$ cat config.mk
export PLATFORM = sky130hd
export DESIGN_NAME = count_stim
export DESIGN_NICKNAME = d
export VERILOG_FILES = /design/src/rtl/count_stim.sv
export SDC_FILE = /design/constraint.sdc
export NUM_CORES = 1
export LEC_CHECK = 0
export ABC_AREA = 1
export BUFFER_PORTS_ARGS = -buffer_cell sky130_fd_sc_hd__buf_2
export CAP_MARGIN = 20
export CORE_AREA = 5 5 69 71
export CTS_CLUSTER_DIAMETER = 120
export CTS_CLUSTER_SIZE = 10
export DETAILED_ROUTE_END_ITERATION = 10
export DIE_AREA = 0 0 74 76
export PLACE_DENSITY = 0.77
export SLEW_MARGIN = 20
export SYNTH_ARGS = -nofsm -noshare
export SYNTH_HDL_FRONTEND = slang
export SYNTH_SLANG_ARGS = --single-unit
$ cat constraint.sdc
create_clock -name clk -period 2.13 [get_ports clk]
set_clock_uncertainty 0.1 [all_clocks]
set_input_delay 0.1065 -clock clk [delete_from_list [all_inputs] [get_ports clk]]
set_output_delay 0.1065 -clock clk [all_outputs]
set_load 0.02 [all_outputs]
$ cat src/rtl/count_stim.sv
// count_stim: prescaled enable tick and synchronized push-button load pulse for a loadable counter.
// Define COUNT_STIM_DEBOUNCE_EN to insert a DEB_CYCLES stability filter ahead of the edge detector.
module count_stim #(
    parameter int DIV        = 50000000,
    parameter int DIV_W      = 26,
    parameter int DEB_CYCLES = 1000000
) (
    input  logic             clk,
    input  logic             resetn,
    input  logic             run,
    input  logic             load_btn,
    output logic             en,
    output logic             l,
    output logic [DIV_W-1:0] phase
);
    logic r_s1, r_s2, r_prev;
    logic w_lvl, w_rise, w_wrap;

    if (DIV < 2 || DIV_W < 1 || (DIV_W < 31 && DIV > (1 << DIV_W)) || DEB_CYCLES < 1) begin : g_bad_param
        $error("count_stim: illegal parameters");
    end

    // Flops reset high so a button held through reset never looks like a fresh press.
    always_ff @(posedge clk or negedge resetn) begin
        if (!resetn) begin
            r_s1   <= 1'b1;
            r_s2   <= 1'b1;
            r_prev <= 1'b1;
        end else begin
            r_s1   <= load_btn;
            r_s2   <= r_s1;
            r_prev <= w_lvl;
        end
    end

`ifdef COUNT_STIM_DEBOUNCE_EN
    localparam int DEB_W = $clog2(DEB_CYCLES + 1);
    logic             r_f;
    logic [DEB_W-1:0] r_cnt;

    always_ff @(posedge clk or negedge resetn) begin
        if (!resetn) begin
            r_f   <= 1'b1;
            r_cnt <= '0;
        end else if (r_s2 == r_f) begin
            r_cnt <= '0;
        end else if (r_cnt == DEB_W'(DEB_CYCLES - 1)) begin
            r_f   <= r_s2;
            r_cnt <= '0;
        end else begin
            r_cnt <= r_cnt + 1'b1;
        end
    end

    assign w_lvl = r_f;
`else
    assign w_lvl = r_s2;
`endif

    assign w_rise = w_lvl & ~r_prev;
    assign w_wrap = run && (phase == DIV_W'(DIV - 1));

    // A load restarts the period and suppresses any tick in the same cycle.
    always_ff @(posedge clk or negedge resetn) begin
        if (!resetn) begin
            phase <= '0;
            en    <= 1'b0;
            l     <= 1'b0;
        end else begin
            l     <= w_rise;
            en    <= ~w_rise & w_wrap;
            phase <= (w_rise || w_wrap) ? '0 : run ? phase + 1'b1 : phase;
        end
    end
endmodule

* After elaboration in Yosys (flattened, before gate mapping) *
Index checks and enable logic that the tools add are counted.

storage, ports and cells
  register bits after elaboration = 31
  bits in latches = 0
  bits in writable memories = 0
  ROM bits = 0
  input bits = 4
  output and inout bits = 28
  word-level logic and storage cells = 17
  memories = 0

cells by class
  $add $sub $neg = 1
  multiply operators = 0
  divide/modulo/power cells = 0
  order comparisons = 0
  eq/ne operators = 1
  shift operators = 0
  muxes and demuxes = 2
  bitwise gates (word level) = 4
  reduce and logical (&&, ||, !) cells = 3

operators with widths
  cell                                            number
  two-way mux 26 bit                              2
  adder 26 x 1 -> 26 bit (second input constant)  1
  equality test 26 bit (second input constant)    1
  AND 1 bit                                       2
  inverter 1 bit                                  2
  nonzero test 2 bit                              1
  logical AND 1 bit                               1
  logical OR 1 bit                                1

* Logic depth before layout (Yosys ltp) *
  word-level depth = 4
  depth in mapped cells = 9
  depth with buffers taken out = 9

* Worst setup path after synthesis *
Ideal clock, no wire load.

  path type = reg2reg
  from = register phase[1]
  to = register phase[12]
  library setup time = 0.121 ns
  arrival = 1.407 ns
  data required time = 1.909 ns
  setup slack = 0.502 ns
  stages on the path, launching flop included = 10
  path buffers = 1
  period minus slack after synthesis = 1.628 ns
  cell sequence = dfrtp_1 > ha_1 > nand3_2 > inv_2 > nand2_1 > nor2_1 > nand2_1 > nand2_2 > buf_8 > nor2_2

on the way
  cells in the longest elaborated chain, start to end = 4
  elaborated cells between the ends (all ways) = 7
  classes of those cells = add/sub (1); eq/ne (1); mux (2); reduce/logical (3)

ends and longest elaborated chain
  item                                                            RTL line  text
  from (decl)                                                     14        output logic [DIV_W-1:0] phase
  from (signal assigned)                                          72        phase <= (w_rise || w_wrap) ? '0 : run ? phase + 1'b1 : phase;
  branches (longest 4 deep; another with adder 26 x 1 -> 26 bit)  -

Parallel ways; which one is timed is not known. The select of a mux whose other input is x is not followed.
A chain may end at the register's enable or synchronous reset.

* Worst setup path after layout *
  from = register phase[0]
  to = register phase[22]

Same word-level chain as after synthesis.

==> results by group <==
GRT
  • Initial antenna violation count: 0
  • Largest net degree at the start of global routing: 32
  • Vias in the first global route: 1788
  • Overall routing resource usage: 18.38%
  • Total grt overflow: 0
  • First-pass GRT wire length: 8.231 mm

Yosys
  • Synth area leaders: dfrtp_1 (36%), nand2_1 (14%), nor2_1 (9.7%), nand3_1 (5.7%), inv_1 (5.2%)
  • Yosys top cell by area: dfrtp_1
  • Synth top area share: 36.04%
  • Mean post-synth cell area: 7.175 sq um
  • Post-synthesis sequential area ratio: 40.09%
  • Count of cell types in the netlist: 24
  • Yosys warnings: 0
  • Yosys reg bits: 31
  • Netlist Area Pre-Place: 1944 sq um
  • Syn Inst Count: 271
  • Mapped Nets: 276

Placed design
  • DP HPWL: 3.520 mm
  • Port bufs: 31
  • GP Congestion: 0.9540
  • Placed insts: 350
  • Placed cell areas: 2146 sq um

Job
  • Max_cap viols: 0

Min path
  • Min-delay worst type: in2reg

Critical path
  • CP Cell Sequence: ha_1 -> nand3_2 -> inv_2 -> nand2_1 -> nor2_1 -> nand2_1 -> nand2_2 -> buf_12 -> nor2_1
  • CP max stage cell: dfrtp_1
  • Worst Path Required: 2200 ps
  • Critical path's top delay family: simple AND/OR/NAND/NOR gates
  • Flop-to-flop setup slack: 460 ps
  • Critical Path Max Stage Delay: 400 ps
  • Worst setup SP type: flip-flop
  • CP Capture Type: flip-flop
  • Data arrival, critical path: 1740 ps
  • CP bufs+invs: 2
  • Setup Crit Path Kind: reg2reg
  • Max Fanout on Critical Path: 20

Timing
  • Final Cycle Share: 78.30%
  • Period minus WS final: 1668 ps
  • Final setup fails: 0
  • Max-slew headroom at the worst pin: 53.68%
  • Final hold violation count: 0
  • RSZ-0062 raised after global routing: no
  • Max-slew violations: 0
  • Minimum hold slack: 150.1 ps
  • Fmax: 599.6 MHz
  • Worst-Margin Slew: 694.8 ps
  • Setup TNS: 0 ps

Floorplan
  • Die Wd: 74 microns
  • Chip height: 76 microns
  • Initial Util: 46.58%
  • Core ar.: 4174 sq um
  • Row count: 24
  • Die Area: 5624 sq um
  • Ports: 32

CTS
  • Post-CTS Setup Inserts: 0
  • CTS tree: yes
  • Clk_lat worst skew: 280 ps
  • Sink Count: 31
  • Post-CTS sizing: 0
  • CTS max path bufs: 2
  • Cts bufs inserted: 5
  • Root buffer cell: clkbuf_8
  • H-tree Lvls: 2
  • Hold-fix buffers at CTS: 2
  • Reg clk slew, reported paths: 60 ps

Drt
  • Remaining DRCs: 0
  • Drt first pass iters: 4
  • DR vias/cell: 5.072
  • Routed vias: 1826
  • Drt total wl: 4.610 mm
  • Routed Antenna Nets: 0
  • Wirelength per Cell: 12.81 microns
  • Detailed Route Iter0 Violations: 168

Power
  • VDD IR max: 0.0002963 V
  • Total leakage power: 1.064 nW
  • PwrDens: 545.1 nW/um^2

Final layout
  • Commonest cells after routing, fill and taps aside: nand2_1 (71), nor2_1 (50), buf_2 (31), dfrtp_1 (28), inv_1 (27)
  • Nets: 312
  • Post-route cell area: 2266 sq um
  • N_diodes: 0
  • Commonest non-fill, non-tap cell in the layout: nand2_1
  • Final Non-Filler Cells: 360
  • Layout cells sized above 1: 24.03%
  • Layout Area Growth over Synthesis: 16.54%

Run status
  • Status: finished clean
## registers in the layout, indices dropped and copies added, names as in the netlist
signal and cells:
l 1, phase 26, r_prev 1, r_s1 1
r_s2 1, en 1
## power by group
group / switching (mW) / internal, mW / leakage [nW]
Sequential: 0.0141 / 0.607 / 0.419
Combinational: 0.0737 / 0.0321 / 0.593
Clock: 0.214 / 0.295 / 0.0515
## area by class of cell
class / instances / area, sq um
Fill cell: 398 / 1908
Timing Repair Buffer: 35 / 202.7
Multi-Input combinational cell: 204 / 1006
Sequential cell: 31 / 779.5
Inverter: 30 / 112.6
Tap cell: 52 / 65.06
Clock buffer: 8 / 100.1
## layer usage
layer	global-route usage, %	share of wire, %
met1	24.75	44
met2	28.72	48
met3	3.298	5.6
met4	7.428	2.1
met5	0	0
## cell usage after synthesis, drive strengths merged
master / instances
and2: 2
ha: 1
xor2: 9
nand2: 77
nor2: 69
dfstp: 3
xnor2: 1
nor3: 4
a21oi: 2
nand3: 23
buf: 6
inv: 30
o21ai: 3
dfrtp: 28
nand4: 13
## worst paths after layout
kind | start | cells after the start | endpoint
max in group asynchronous | resetn | 2 | phase[10]
min reg2reg | r_s1 | 0 | r_s2
max reg2reg | phase[0] | 9 | phase[22]
max | phase[0] | 9 | phase[22]
min | run | 3 | phase[4]
min in group asynchronous | resetn | 2 | l
## per-stage QoR
stage                     power, mW  util (%)  worst slack, ps
after global placement       0.7342     51.41            530.8
after detailed placement     0.7366     51.41            475.1
after floorplan              0.6950         -            501.8
after CTS                     1.252     54.29            456.9
final                         1.235     54.29            462.1
after global routing          1.293     54.29            316.1
## cells by family after synthesis
kind of cell	Yosys count	share of synthesized area, %
AOI/OAI and AO/OA	5	1.287
adders and majority gates	1	0.6434
and+or+nand+nor	188	45.30
xor gates and xnor gates	10	4.505
DFF	31	40.09
buffers and inverters	36	8.172
## tightest hold or removal path, stage by stage
cell,delay [ps]
buf_2,210
nand4_1,130
nand2_1,50
(Power assumes the default switching activity.)
